File: config.mk
export PLATFORM = sky130hd
export DESIGN_NAME = sram_bist_sequencer
export DESIGN_NICKNAME = d
export VERILOG_FILES = /design/src/rtl/sram_bist_sequencer.sv
export SDC_FILE = /design/constraint.sdc
export NUM_CORES = 1
export LEC_CHECK = 0
export BUFFER_PORTS_ARGS = -buffer_cell sky130_fd_sc_hd__buf_2
export CAP_MARGIN = 5
export CORE_MARGIN = 3
export CORE_UTILIZATION = 49
export CTS_CLUSTER_SIZE = 8
export DETAILED_ROUTE_END_ITERATION = 8
export GPL_TIMING_DRIVEN = 0
export PLACE_DENSITY = 0.78
export SLEW_MARGIN = 15
export SYNTH_ARGS = -nofsm -noshare
export SYNTH_HDL_FRONTEND = slang
export SYNTH_SLANG_ARGS = --single-unit
File: constraint.sdc
create_clock -name clk_in -period 2.33 [get_ports clk_in]
set_input_delay 0.466 -clock clk_in [delete_from_list [all_inputs] [get_ports clk_in]]
set_output_delay 0.466 -clock clk_in [all_outputs]
set_load 0.02 [all_outputs]
File: src/rtl/sram_bist_sequencer.sv
// sram_bist_sequencer
//   BIST sequencer for the cryo SRAM. A single accepted start runs a write
//   pass followed by a read/compare pass over ADDR_LO..ADDR_HI. It drives only
//   start pulses plus address/data to the write and read cycle engines. It
//   counts mismatches, captures the first failing address, and flags an engine
//   that never answers.
//
//   Optional feature macro: SRAM_BIST_ADDR_XOR_EN
//     defined   : d_out = pattern ^ address (address-unique data)
//     undefined : d_out = pattern for every address
module sram_bist_sequencer #(
  parameter int ADDR_W  = 9,
  parameter int DATA_W  = 8,
  parameter int ADDR_LO = 0,
  parameter int ADDR_HI = 511,
  parameter int TIMEOUT = 64
) (
  input  logic              clk_in,
  input  logic              reset_in,
  input  logic              start_in,
  input  logic              abort_in,
  input  logic [DATA_W-1:0] pattern_in,
  output logic [ADDR_W-1:0] a_out,
  output logic [DATA_W-1:0] d_out,
  output logic              wr_start_out,
  input  logic              wr_done_in,
  output logic              rd_start_out,
  input  logic              rd_done_in,
  input  logic [DATA_W-1:0] rd_data_in,
  output logic              busy_out,
  output logic              done_out,
  output logic              pass_out,
  output logic [15:0]       err_count_out,
  output logic [ADDR_W-1:0] first_err_addr_out,
  output logic              timeout_out
);

  localparam int                WD_W       = $clog2(TIMEOUT + 1);
  localparam logic [ADDR_W-1:0] ADDR_FIRST = ADDR_W'(ADDR_LO);
  localparam logic [ADDR_W-1:0] ADDR_LAST  = ADDR_W'(ADDR_HI);
  localparam logic [WD_W-1:0]   WD_LIMIT   = WD_W'(TIMEOUT - 1);
  localparam logic [15:0]       ERR_MAX    = 16'hFFFF;

  typedef enum logic [2:0] {
    S_IDLE     = 3'd0,
    S_WR_ISSUE = 3'd1,
    S_WR_WAIT  = 3'd2,
    S_RD_ISSUE = 3'd3,
    S_RD_WAIT  = 3'd4,
    S_DONE     = 3'd5
  } state_t;

`ifdef SRAM_BIST_ADDR_XOR_EN
  // Address-unique data: low address bits folded into the pattern.
  function automatic logic [DATA_W-1:0] addr_data(input logic [DATA_W-1:0] pattern,
                                                  input logic [ADDR_W-1:0] addr);
    return pattern ^ DATA_W'(addr);
  endfunction
`else
  // Same data at every address.
  function automatic logic [DATA_W-1:0] addr_data(input logic [DATA_W-1:0] pattern);
    return pattern;
  endfunction
`endif

  state_t              state_q,    state_d;
  logic [ADDR_W-1:0]   addr_q,     addr_d;
  logic [DATA_W-1:0]   data_q,     data_d;
  logic [DATA_W-1:0]   pattern_q,  pattern_d;
  logic                wr_start_q, wr_start_d;
  logic                rd_start_q, rd_start_d;
  logic                busy_q,     busy_d;
  logic                done_q,     done_d;
  logic                pass_q,     pass_d;
  logic [15:0]         err_q,      err_d;
  logic [ADDR_W-1:0]   first_q,    first_d;
  logic                timeout_q,  timeout_d;
  logic [WD_W-1:0]     wdog_q,     wdog_d;

  // Next-state, address walk, compare and watchdog logic.
  always_comb begin
    state_d   = state_q;
    addr_d    = addr_q;
    pattern_d = pattern_q;
    err_d     = err_q;
    first_d   = first_q;
    timeout_d = timeout_q;
    pass_d    = pass_q;
    wdog_d    = wdog_q;

    if (abort_in) begin
      // Abort wins over everything but reset; results and address hold.
      state_d = S_IDLE;
    end else begin
      case (state_q)
        S_IDLE, S_DONE: begin
          if (start_in) begin
            pattern_d = pattern_in;
            addr_d    = ADDR_FIRST;
            err_d     = 16'h0000;
            first_d   = '0;
            timeout_d = 1'b0;
            pass_d    = 1'b0;
            state_d   = S_WR_ISSUE;
          end else begin
            state_d = state_q;
          end
        end
        S_WR_ISSUE: begin
          wdog_d  = '0;
          state_d = S_WR_WAIT;
        end
        S_WR_WAIT: begin
          if (wr_done_in) begin
            // A done arriving on the expiry cycle is still accepted.
            if (addr_q == ADDR_LAST) begin
              addr_d  = ADDR_FIRST;
              state_d = S_RD_ISSUE;
            end else begin
              addr_d  = addr_q + ADDR_W'(1);
              state_d = S_WR_ISSUE;
            end
          end else if (wdog_q == WD_LIMIT) begin
            timeout_d = 1'b1;
            pass_d    = 1'b0;
            state_d   = S_DONE;
          end else begin
            wdog_d = wdog_q + WD_W'(1);
          end
        end
        S_RD_ISSUE: begin
          wdog_d  = '0;
          state_d = S_RD_WAIT;
        end
        S_RD_WAIT: begin
          if (rd_done_in) begin
            if (rd_data_in != data_q) begin
              if (err_q != ERR_MAX) begin
                err_d = err_q + 16'd1;
              end else begin
                err_d = err_q;
              end
              // Count only ever leaves zero on the first mismatch of a run.
              if (err_q == 16'h0000) begin
                first_d = addr_q;
              end else begin
                first_d = first_q;
              end
            end else begin
              err_d = err_q;
            end
            if (addr_q == ADDR_LAST) begin
              pass_d  = (err_d == 16'h0000);
              state_d = S_DONE;
            end else begin
              addr_d  = addr_q + ADDR_W'(1);
              state_d = S_RD_ISSUE;
            end
          end else if (wdog_q == WD_LIMIT) begin
            timeout_d = 1'b1;
            pass_d    = 1'b0;
            state_d   = S_DONE;
          end else begin
            wdog_d = wdog_q + WD_W'(1);
          end
        end
        default: begin
          state_d = S_IDLE;
        end
      endcase
    end

    // Issue states always last exactly one cycle, so these are single pulses.
    wr_start_d = (state_d == S_WR_ISSUE);
    rd_start_d = (state_d == S_RD_ISSUE);
    busy_d     = (state_d == S_WR_ISSUE) || (state_d == S_WR_WAIT) ||
                 (state_d == S_RD_ISSUE) || (state_d == S_RD_WAIT);
    done_d     = (state_d == S_DONE) && (state_q != S_DONE);
`ifdef SRAM_BIST_ADDR_XOR_EN
    data_d     = addr_data(pattern_d, addr_d);
`else
    data_d     = addr_data(pattern_d);
`endif
  end

  // State and output registers with synchronous reset.
  always_ff @(posedge clk_in) begin
    if (reset_in) begin
      state_q    <= S_IDLE;
      addr_q     <= '0;
      data_q     <= '0;
      pattern_q  <= '0;
      wr_start_q <= 1'b0;
      rd_start_q <= 1'b0;
      busy_q     <= 1'b0;
      done_q     <= 1'b0;
      pass_q     <= 1'b0;
      err_q      <= 16'h0000;
      first_q    <= '0;
      timeout_q  <= 1'b0;
      wdog_q     <= '0;
    end else begin
      state_q    <= state_d;
      addr_q     <= addr_d;
      data_q     <= data_d;
      pattern_q  <= pattern_d;
      wr_start_q <= wr_start_d;
      rd_start_q <= rd_start_d;
      busy_q     <= busy_d;
      done_q     <= done_d;
      pass_q     <= pass_d;
      err_q      <= err_d;
      first_q    <= first_d;
      timeout_q  <= timeout_d;
      wdog_q     <= wdog_d;
    end
  end

  assign a_out              = addr_q;
  assign d_out              = data_q;
  assign wr_start_out       = wr_start_q;
  assign rd_start_out       = rd_start_q;
  assign busy_out           = busy_q;
  assign done_out           = done_q;
  assign pass_out           = pass_q;
  assign err_count_out      = err_q;
  assign first_err_addr_out = first_q;
  assign timeout_out        = timeout_q;

endmodule
Word-level counts from Yosys, hierarchy flattened
Index checks and enable logic that the tools add are counted.

Register bits after elaboration: 58. Input bits: 22. Output and inout port bits: 48. Word-level logic and storage cells: 99.

Add/subtract/negate cells: 3. Eq/ne operators: 24. Mux-type cells: 40. Bitwise operators: 1. Reduce and logical (&&, ||, !) cells: 19.

Operators with widths (number): 16-bit two-way mux (7); 9-bit two-way mux (8); 16-bit zero test (2); 16-bit case mux with 2 select lines (1); 9-bit case mux with 3 select lines (1); 7-bit two-way mux (3); 7-bit case mux with 3 select lines (1); 3-bit two-way mux (6); 9-bit case mux with 2 select lines (1); 16-bit by 1-bit adder with 16-bit output, second input constant (1); 16-bit != test, second input constant (1); 2-bit != test, second input constant (8); 3-bit case mux with 5 select lines (1); 3-bit by 2-bit equality test with 1-bit output, second input constant (4); 3-bit equality test, second input constant (4); 6-bit AND reduction (2); 5-bit AND reduction (2); 9-bit by 1-bit adder with 9-bit output, second input constant (1); 9-bit equality test, second input constant (1); 1-bit two-way mux (8); 8-bit != test (1); 4-bit AND reduction (2); 7-bit by 1-bit adder with 7-bit output, second input constant (1); 7-bit by 6-bit equality test with 1-bit output, second input constant (1); other kinds (12) (19).

Longest topological paths before layout
Gate-level depths: netlist (run 1).

Word-level depth: 10. Gate-level depth with buffers: 10. Gate-level depth less buffers: 10.

Least setup slack after synthesis (run 1)
OpenSTA, ideal clock, no wires.

Kind: reg2reg. Start point: register err_q[0] (netlist: err_count_out[0]). End point: register pass_q (netlist: pass_out). Library setup time: 0.084 ns. Arrival time: 2.337 ns. Data required time: 2.246 ns. Path slack: -0.091 ns. Cell stages (with the launch flop): 9. Buffers on the path: 0. Clock period less this slack: 2.421 ns. Cells stage by stage: dfxtp_1 ha_1 nand4_4 nor4_4 a21oi_2 and3_4 or3_1 a21o_1 o31ai_2.

Cells in the longest elaborated chain, start to end: 10. Elaborated cells on any way between the ends: 11. Those cells by class: add/sub (1); eq/ne (1); mux (8); reduce/logical (1).

Ends and longest elaborated chain: start: declaration (line 75) `logic [15:0] err_q, err_d;`; start signal: assignment (line 212) `err_q <= err_d;`; 16-bit by 1-bit adder with 16-bit output or 16-bit != test (tied branches) (line 139, 138); 16-bit two-way mux (line 138) `if (err_q != ERR_MAX) begin`; 16-bit two-way mux * (line 137) `if (rd_data_in != data_q) begin`; 16-bit two-way mux * (line 136) `if (rd_done_in) begin`; 16-bit two-way mux * (line 95) `case (state_q)`; 16-bit two-way mux * (line 91) `if (abort_in) begin`; 16-bit zero test * (line 153) `pass_d = (err_d == 16'h0000);`; 1-bit two-way mux * (line 152) `if (addr_q == ADDR_LAST) begin`; 1-bit two-way mux * (line 136); 1-bit case mux with 3 select lines * (line 95); end signal: assignment (line 211) `pass_q <= pass_d;`; end: declaration (line 74) `logic pass_q, pass_d;`.

Every way passes the cells marked *; elsewhere a longest branch is shown, timed or not. The select of a mux whose other input is x is not followed. A chain may end at the register's enable or synchronous reset.

Worst setup path in the final report (run 1)
Same ends and word-level chain as after synthesis.

==> flow_summary.yaml, run 1 <==
outcome:
  run_status: "complete, no violations"
finish:
  post_layout_nonfiller_instances: 565
  num_antenna_cells: 0
  sequential_cell_area_um2: 1170
  fin_nets: 513
  multi_input_area_um2: 2030
  n_fill_cell: 527
  finish.instance_area_um2: 4020
  layout-drive-gt1-share_pct: 27.3
  layout.core_utilization_pct: 65.9
  area.growth.synth_to_final_pct: 26.5
synthesis:
  syn_nets: 422
  top_ff_cell_synth: "sky130_fd_sc_hd__dfxtp_1"
  proportion_of_register_bits_with_asynchronous_set_or_reset_after_synthesis_pct: 0
  post_synth.cell_area_avg_um2: 8.06
  yosys_register_bits: 58
  syn_area_um2: 3180
  synth_enable_flop_cells: 0
  postSynthCellCount: 394
  post_synth_num_cell_types: 61
  synth-seq-area-share_pct: 36.6
  synth_warnings: 0
route:
  drtAntennaViolNets: 0
  route.detailed.drc: 0
  routed-via-count: 3385
  first_iter_violations: 333
  vias_per_cell: 5.99
  dr.pass1.iters: 8
  wl_mm: 9.04
  routed_len_inst_um: 16.0
placement:
  place_area_um2: 3620
  placement.setup.worst_slack_ns: -0.190
  portBuffers: 69
  hpwlAfterDp_mm: 6.28
  place.gp.congestion: 0.934
  placed_cells_incl_taps: 538
pwr:
  netSwitchingFraction_pct: 26.5
  total_switching_power_uw: 529
  pwr-share-comb_pct: 8.3
  power.static_leakage_nw: 1.63
  clock_power_share_pct: 41.2
  power_density_nw_per_um2: 497
  power.share.sequential_pct: 50.5
  peakVddDrop_mv: 0.305
  p_int_mw: 1.47
  finalPower_mw: 2.00
sta:
  period_needed_ns: 2.28
  final.hold.worst_slack_ns: 0.360
  post-route-worst-setup-slack_ns: 0.0484
  setup-violations-final: 0
  fin_setup_tns_ns: 0
  max_freq_mhz: 438
  timing.clock.skew_ns: 0.00974
  hold_vio_cnt_final: 0
  timing_max_transition_violations_final: 0
  worst_slew_margin_rel_pct: 41.6
  timing.final.crit_share_pct: 97.9
  worst-slew-pin-transition_ns: 0.868
  grt_setup_unrepaired: "yes"
worst_setup_path:
  critPathLaunchType: "flop"
  worst_ep_arrival_time_ns: 2.53
  worst_setup_path_startpoint: "err_count_out[0]"
  worstReg2RegStart: "err_count_out[0]"
  r2r_setup_slack_ns: 0.05
  critPathMaxFanout: 7
  cp-end-kind: "flop"
  worst_ep_required_time_ns: 2.58
  critical_path_class: "flop to flop"
cts:
  cts-buffers-inserted: 9
  tritoncts_clock_tree: "yes"
  cts_sinks: 58
  max-clock-path-buffers: 2
  cts_hold_repair.buffers: 0
  ctsHtreeMaxLevel: 3
  insertion_delay_ns: 0.34
  ctsRootBufferMaster: "sky130_fd_sc_hd__clkbuf_8"
  cts.clk_slew.worst_paths_ns: 0.07
grt:
  grt_first_pass_wirelength_mm: 14.5
  antenna_violations_before_repair: 0
  track_usage_pct: 23.8
  globalRouteOverflowTotal: 0
  largest_net_degree_at_the_start_of_global_routing: 11
  vias_in_the_first_global_route: 3140
die:
  floorplan.rows: 28
  floorplan.io_pins: 70
  dieHeight_um: 86.5
  floorplan.core_area_um2: 6100
  fp.dieW_um: 86.5
  die_area_um2: 7480
  floorplan.initialDensity_pct: 52.1
flow_run:
  cap_violations: 0
min_path:
  worstHoldStart: "pattern_in[3]"
  holdCritPathClass: "input port to flop"
## cells in the mapped netlist, types with 4 or more instances
cell type,instances,area share [%]
sky130_fd_sc_hd__a21oi_1,33,5.2
sky130_fd_sc_hd__a22oi_1,11,2.6
sky130_fd_sc_hd__buf_2,7,1.1
sky130_fd_sc_hd__clkbuf_1,8,0.95
sky130_fd_sc_hd__dfxtp_1,58,37
sky130_fd_sc_hd__ha_1,6,2.4
sky130_fd_sc_hd__inv_1,7,0.83
sky130_fd_sc_hd__mux2i_1,5,1.6
sky130_fd_sc_hd__nand2_1,44,5.2
sky130_fd_sc_hd__nand2b_1,6,1.2
sky130_fd_sc_hd__nand3_1,16,2.5
sky130_fd_sc_hd__nand3b_1,6,1.4
sky130_fd_sc_hd__nand4_1,14,2.8
sky130_fd_sc_hd__nor2_1,51,6.0
sky130_fd_sc_hd__nor3_1,10,1.6
sky130_fd_sc_hd__nor4_1,4,0.79
sky130_fd_sc_hd__o21ai_0,18,2.8
sky130_fd_sc_hd__or3_1,4,0.79
sky130_fd_sc_hd__xnor2_1,9,2.5
sky130_fd_sc_hd__xor2_1,16,4.4
## registers in the layout, summed over array words and instances (netlist names), 3 cells and up
register            flops
pattern_q               8
err_count_out          16
a_out                   9
state_q                 3
wdog_q                  7
first_err_addr_out      9
## path summary, 6_finish.rpt
kind	end	depth (start not counted)
worst max-delay path	pass_out	8
worst min-delay path	pattern_q[3]	3
worst max register to register	pass_out	8
worst min register to register	wdog_q[6]	1
## critical path, stage by stage (launching register included)
cell and delay [ns]:
sky130_fd_sc_hd__dfxtp_4 0.39, sky130_fd_sc_hd__ha_4 0.17, sky130_fd_sc_hd__nand4_4 0.14, sky130_fd_sc_hd__nor4_4 0.40, sky130_fd_sc_hd__a21oi_4 0.11, sky130_fd_sc_hd__or4_1 0.44, sky130_fd_sc_hd__a21oi_2 0.16, sky130_fd_sc_hd__o2111ai_1 0.17
sky130_fd_sc_hd__o31ai_2 0.23
## power groups by stage
stage	Sequential, mW	Combinational, mW	Clock (mW)
2_1_floorplan	1.04	0.0885	0
3_3_place_gp	1.03	0.155	0
3_5_place_dp	1.03	0.156	0
4_1_cts	1.01	0.158	0.826
5_1_grt	1.01	0.182	0.871
6_report	1.01	0.167	0.823
## cell usage in the layout (no fill, tap or decap), types with 3 or more instances in the layout
master | Yosys | routed
sky130_fd_sc_hd__nand3b_1 | 6 | 6
sky130_fd_sc_hd__buf_4 | 0 | 12
sky130_fd_sc_hd__xor2_1 | 16 | 16
sky130_fd_sc_hd__and3_1 | 3 | 3
sky130_fd_sc_hd__o21ai_0 | 18 | 18
sky130_fd_sc_hd__a22oi_1 | 11 | 11
sky130_fd_sc_hd__nand4_1 | 14 | 14
sky130_fd_sc_hd__nor4_1 | 4 | 4
sky130_fd_sc_hd__clkinvlp_4 | 0 | 3
sky130_fd_sc_hd__buf_2 | 7 | 75
sky130_fd_sc_hd__ha_1 | 6 | 3
sky130_fd_sc_hd__and2_1 | 2 | 3
sky130_fd_sc_hd__dfxtp_1 | 58 | 51
sky130_fd_sc_hd__clkbuf_1 | 8 | 9
sky130_fd_sc_hd__nand2_1 | 44 | 44
sky130_fd_sc_hd__clkbuf_8 | 0 | 10
sky130_fd_sc_hd__nor2_1 | 51 | 51
sky130_fd_sc_hd__nor3_1 | 10 | 9
sky130_fd_sc_hd__nand2b_1 | 6 | 6
sky130_fd_sc_hd__a21o_1 | 3 | 3
sky130_fd_sc_hd__dfxtp_2 | 0 | 5
sky130_fd_sc_hd__nand3_1 | 16 | 15
sky130_fd_sc_hd__nor4_4 | 3 | 4
sky130_fd_sc_hd__inv_1 | 7 | 7
sky130_fd_sc_hd__a21oi_1 | 33 | 32
sky130_fd_sc_hd__or3_1 | 4 | 4
sky130_fd_sc_hd__mux2i_1 | 5 | 5
sky130_fd_sc_hd__o31ai_1 | 3 | 3
sky130_fd_sc_hd__xnor2_1 | 9 | 9
sky130_fd_sc_hd__a31oi_1 | 3 | 3
## cells by family (layout without fill, tap and decap cells)
| family | Yosys count | after routing | synth area share [%] |
|---|---|---|---|
| compound gates | 93 | 93 | 18.8 |
| buf+inv | 25 | 121 | 3.27 |
| flops | 58 | 58 | 36.6 |
| xor+xnor | 25 | 25 | 6.90 |
| simple gates | 182 | 182 | 30.6 |
| mux | 5 | 5 | 1.58 |
| fa+ha+maj | 6 | 6 | 2.36 |
## area by class of cell
cell class | count | area share (%)
Timing Repair Buffer | 81 | 10.8
Sequential cell | 58 | 29.2
Clock buffer | 12 | 3.61
Inverter | 8 | 0.747
Clock inverter | 4 | 0.685
Multi-Input combinational cell | 311 | 50.5
Tap cell | 75 | 2.34
Buffer | 16 | 2.09
## per-layer routing
metal  GRT usage (%)  part of all wire, %  vias up
li1                -                    -     1611
met1            32.4                   45     1548
met2            36.0                   45      193
met3            7.22                  8.8       33
met4            8.22                  2.0        0
met5               0                    0        -
## repair_timing
item	CTS	global route
setup buffers	0	12
endpoints found under the setup margin	8	30
pin swaps	1	5
gates resized for setup	7	27
Power figures use the tool's default switching activity.
==> inputs of run 2 (changes only) <==
--- a/config.mk
+++ b/config.mk
@@ -8,11 +8,12 @@
 export BUFFER_PORTS_ARGS = -buffer_cell sky130_fd_sc_hd__buf_2
 export CAP_MARGIN = 5
 export CORE_MARGIN = 3
-export CORE_UTILIZATION = 49
+export CORE_UTILIZATION = 54
 export CTS_CLUSTER_SIZE = 8
 export DETAILED_ROUTE_END_ITERATION = 8
 export GPL_TIMING_DRIVEN = 0
-export PLACE_DENSITY = 0.78
+export MAX_ROUTING_LAYER = met4
+export PLACE_DENSITY = 0.81
 export SLEW_MARGIN = 15
 export SYNTH_ARGS = -nofsm -noshare
 export SYNTH_HDL_FRONTEND = slang
==> constraint.sdc (replaced) <==
create_clock -name clk_in -period 2.1 [get_ports clk_in]
set_input_delay 0.42 -clock clk_in [delete_from_list [all_inputs] [get_ports clk_in]]
set_output_delay 0.42 -clock clk_in [all_outputs]
set_load 0.02 [all_outputs]
==> flow_summary.yaml, run 2 (synthesized netlist as in run 1, its figures left out) <==
die:
  floorplan.rows: 27
  fp.dieW_um: 82.7
  floorplan.io_pins: 70
  die_area_um2: 6840
  floorplan.core_area_um2: 5610
  dieHeight_um: 82.7
  floorplan.initialDensity_pct: 56.6
sta:
  worst_slew_margin_rel_pct: 43.6
  fin_setup_tns_ns: -0.0755
  max_freq_mhz: 460
  hold_vio_cnt_final: 0
  worst-slew-pin-transition_ns: 0.838
  grt_setup_unrepaired: "yes"
  period_needed_ns: 2.18
  timing.clock.skew_ns: 0.00783
  timing_max_transition_violations_final: 0
  setup-violations-final: 1
  timing.final.crit_share_pct: 104
  post-route-worst-setup-slack_ns: -0.0755
cts:
  cts.clk_slew.worst_paths_ns: 0.07
  ctsRootBufferMaster: "sky130_fd_sc_hd__clkbuf_8"
  insertion_delay_ns: 0.34
  cts-buffers-inserted: 9
  cts_sinks: 58
  tritoncts_clock_tree: "yes"
  max-clock-path-buffers: 2
  ctsHtreeMaxLevel: 3
  cts_hold_repair.buffers: 0
worst_setup_path:
  crit_buf_inv: 0
  crit_chain: "xor2_1, nor4_4, a21oi_4, or4_4, a21oi_4, o2111ai_2, o31ai_2"
  regToRegEndpoint: "pass_out"
  most_prevalent_standard_cell_on_the_critical_path: "sky130_fd_sc_hd__a21oi_4"
  critPathMaxFanout: 7
  reg2regPathDepth: 7
  timing.critical_path.slowest_stage_cell: "sky130_fd_sc_hd__nor4_4"
  critPathLaunchType: "flop"
  worst_ep_arrival_time_ns: 2.43
  timing.critical_path.slowest_cell_delay_ns: 0.47
  r2r_setup_slack_ns: -0.08
  worstReg2RegStart: "pattern_q[2]"
  worst_ep_required_time_ns: 2.36
  critical_path_class: "flop to flop"
  path_delay_family: "simple AND/OR/NAND/NOR gates"
  cp-end-kind: "flop"
min_path:
  holdCritPathClass: "input port to flop"
  min_delay_path_depth: 3
  min_delay_endpoint: "pattern_q[2]"
  worstHoldStart: "pattern_in[2]"
finish:
  fin_nets: 516
  layout-drive-gt1-share_pct: 35.3
  area.growth.synth_to_final_pct: 33.7
  commonest_non_fill_non_tap_cell_in_the_layout: "sky130_fd_sc_hd__buf_2"
  flip_flop_count_of_the_largest_register_after_layout: 16
  n_fill_cell: 430
  layout.core_utilization_pct: 75.7
  num_antenna_cells: 0
  mostFrequentLayoutCells: "sky130_fd_sc_hd__buf_2, sky130_fd_sc_hd__nor2_1, sky130_fd_sc_hd__dfxtp_1, sky130_fd_sc_hd__nand2_1, sky130_fd_sc_hd__a21oi_1"
route:
  wl_mm: 9.61
  dr.pass1.iters: 6
  wl_met2_mm: 4.45
  route.detailed.drc: 0
  routed_len_inst_um: 17.0
  routed-via-count: 3489
  first_iter_violations: 498
  vias_per_cell: 6.18
  wl_met1_mm: 3.97
  dr_wl_met3_um: 935
  drtAntennaViolNets: 0
  top_layer: "met4"
outcome:
  violations: "setup timing"
  run_status: "finished with violations"
flow_run:
  cap_violations: 0
grt:
  largest_net_degree_at_the_start_of_global_routing: 12
  track_usage_pct: 28.0
  globalRouteOverflowTotal: 0
  grt_first_pass_wirelength_mm: 14.3
  antenna_violations_before_repair: 0
  vias_in_the_first_global_route: 2985
placement:
  hpwlAfterDp_mm: 6.29
  place.gp.congestion: 0.950
  portBuffers: 69
pwr:
  peakVddDrop_mv: 0.544
  power_density_nw_per_um2: 590
  power.static_leakage_nw: 1.72
run 2: changes by cell type in the layout (fill, tap and decap cells not counted), sizes merged:
cell      change
buf           +4
bufinv        +2
clkbuf        -3
clkinv        +1
clkinvlp      -2
inv           +1
run 2: cell type report:
type                            instances  area, um2  share of cell area (%)
Multi-Input combinational cell        311       2150                    50.6
Sequential cell                        58       1190                    28.0
Timing Repair Buffer                   86        473                    11.1
Clock buffer                           10        138                    3.24
Tap cell                               72       90.1                    2.12
Clock inverter                          6       88.8                    2.09
Buffer                                 14       82.6                    1.95
Inverter                                8       33.8                   0.796
run 2: worst max path at each step:
stage / from / to / slack (ns) / cells past startpoint
global placement: start_in / err_count_out[1] / -0.39 / 8
floorplan: err_count_out[5] / pass_out / -0.04 / 8
finish: pattern_q[2] / pass_out / -0.08 / 7
global route: pattern_q[1] / pass_out / -0.20 / 7
CTS: state_q[2] / first_err_addr_out[1] / -0.03 / 7
detailed placement: start_in / first_err_addr_out[1] / -0.43 / 8
run 2: timing repair:
action	CTS	global route
resized for setup	23	44
buffers inserted	8	9
endpoints found under the setup margin	31	41
pin swaps	8	10
run 2: layer usage:
| layer | track usage (%) | up-vias |
|---|---|---|
| met5 | - | - |
| met4 | 7.68 | 0 |
| met3 | 7.16 | 35 |
| met2 | 43.2 | 205 |
| met1 | 36.5 | 1631 |
| li1 | - | 1618 |
run 2: power breakdown:
group | total (mW) | leakage [nW] | switching (mW) | internal (mW)
clock | 1.18 | 0.117 | 0.479 | 0.702
sequential | 1.12 | 0.477 | 0.0116 | 1.11
combinational | 0.208 | 1.13 | 0.134 | 0.0735
run 2: per-stage QoR:
| step | power, mW | hold slack, ns | setup slack [ns] | std cells | cell area [um2] |
|---|---|---|---|---|---|
| finish | 2.51 | 0.307 | -0.0755 | 565 | 4250 |
| CTS | 2.49 | 0.307 | -0.0250 | 558 | 4030 |
| global route | 2.59 | 0.313 | -0.197 | 565 | 4250 |
| global placement | 1.32 | 0.458 | -0.391 | 535 | 3660 |
| detailed placement | 1.32 | 0.477 | -0.430 | 535 | 3660 |
| floorplan | 1.25 | 0.451 | -0.0351 | 394 | 3220 |
run 2: worst reg2reg max path, delay by kind of cell, from the launching register on:
| kind | cells | cell delay (ns) |
|---|---|---|
| and+or+nand+nor | 2 | 0.93 |
| DFF | 1 | 0.33 |
| xor gates and xnor gates | 1 | 0.19 |
| AOI/OAI and AO/OA | 4 | 0.64 |
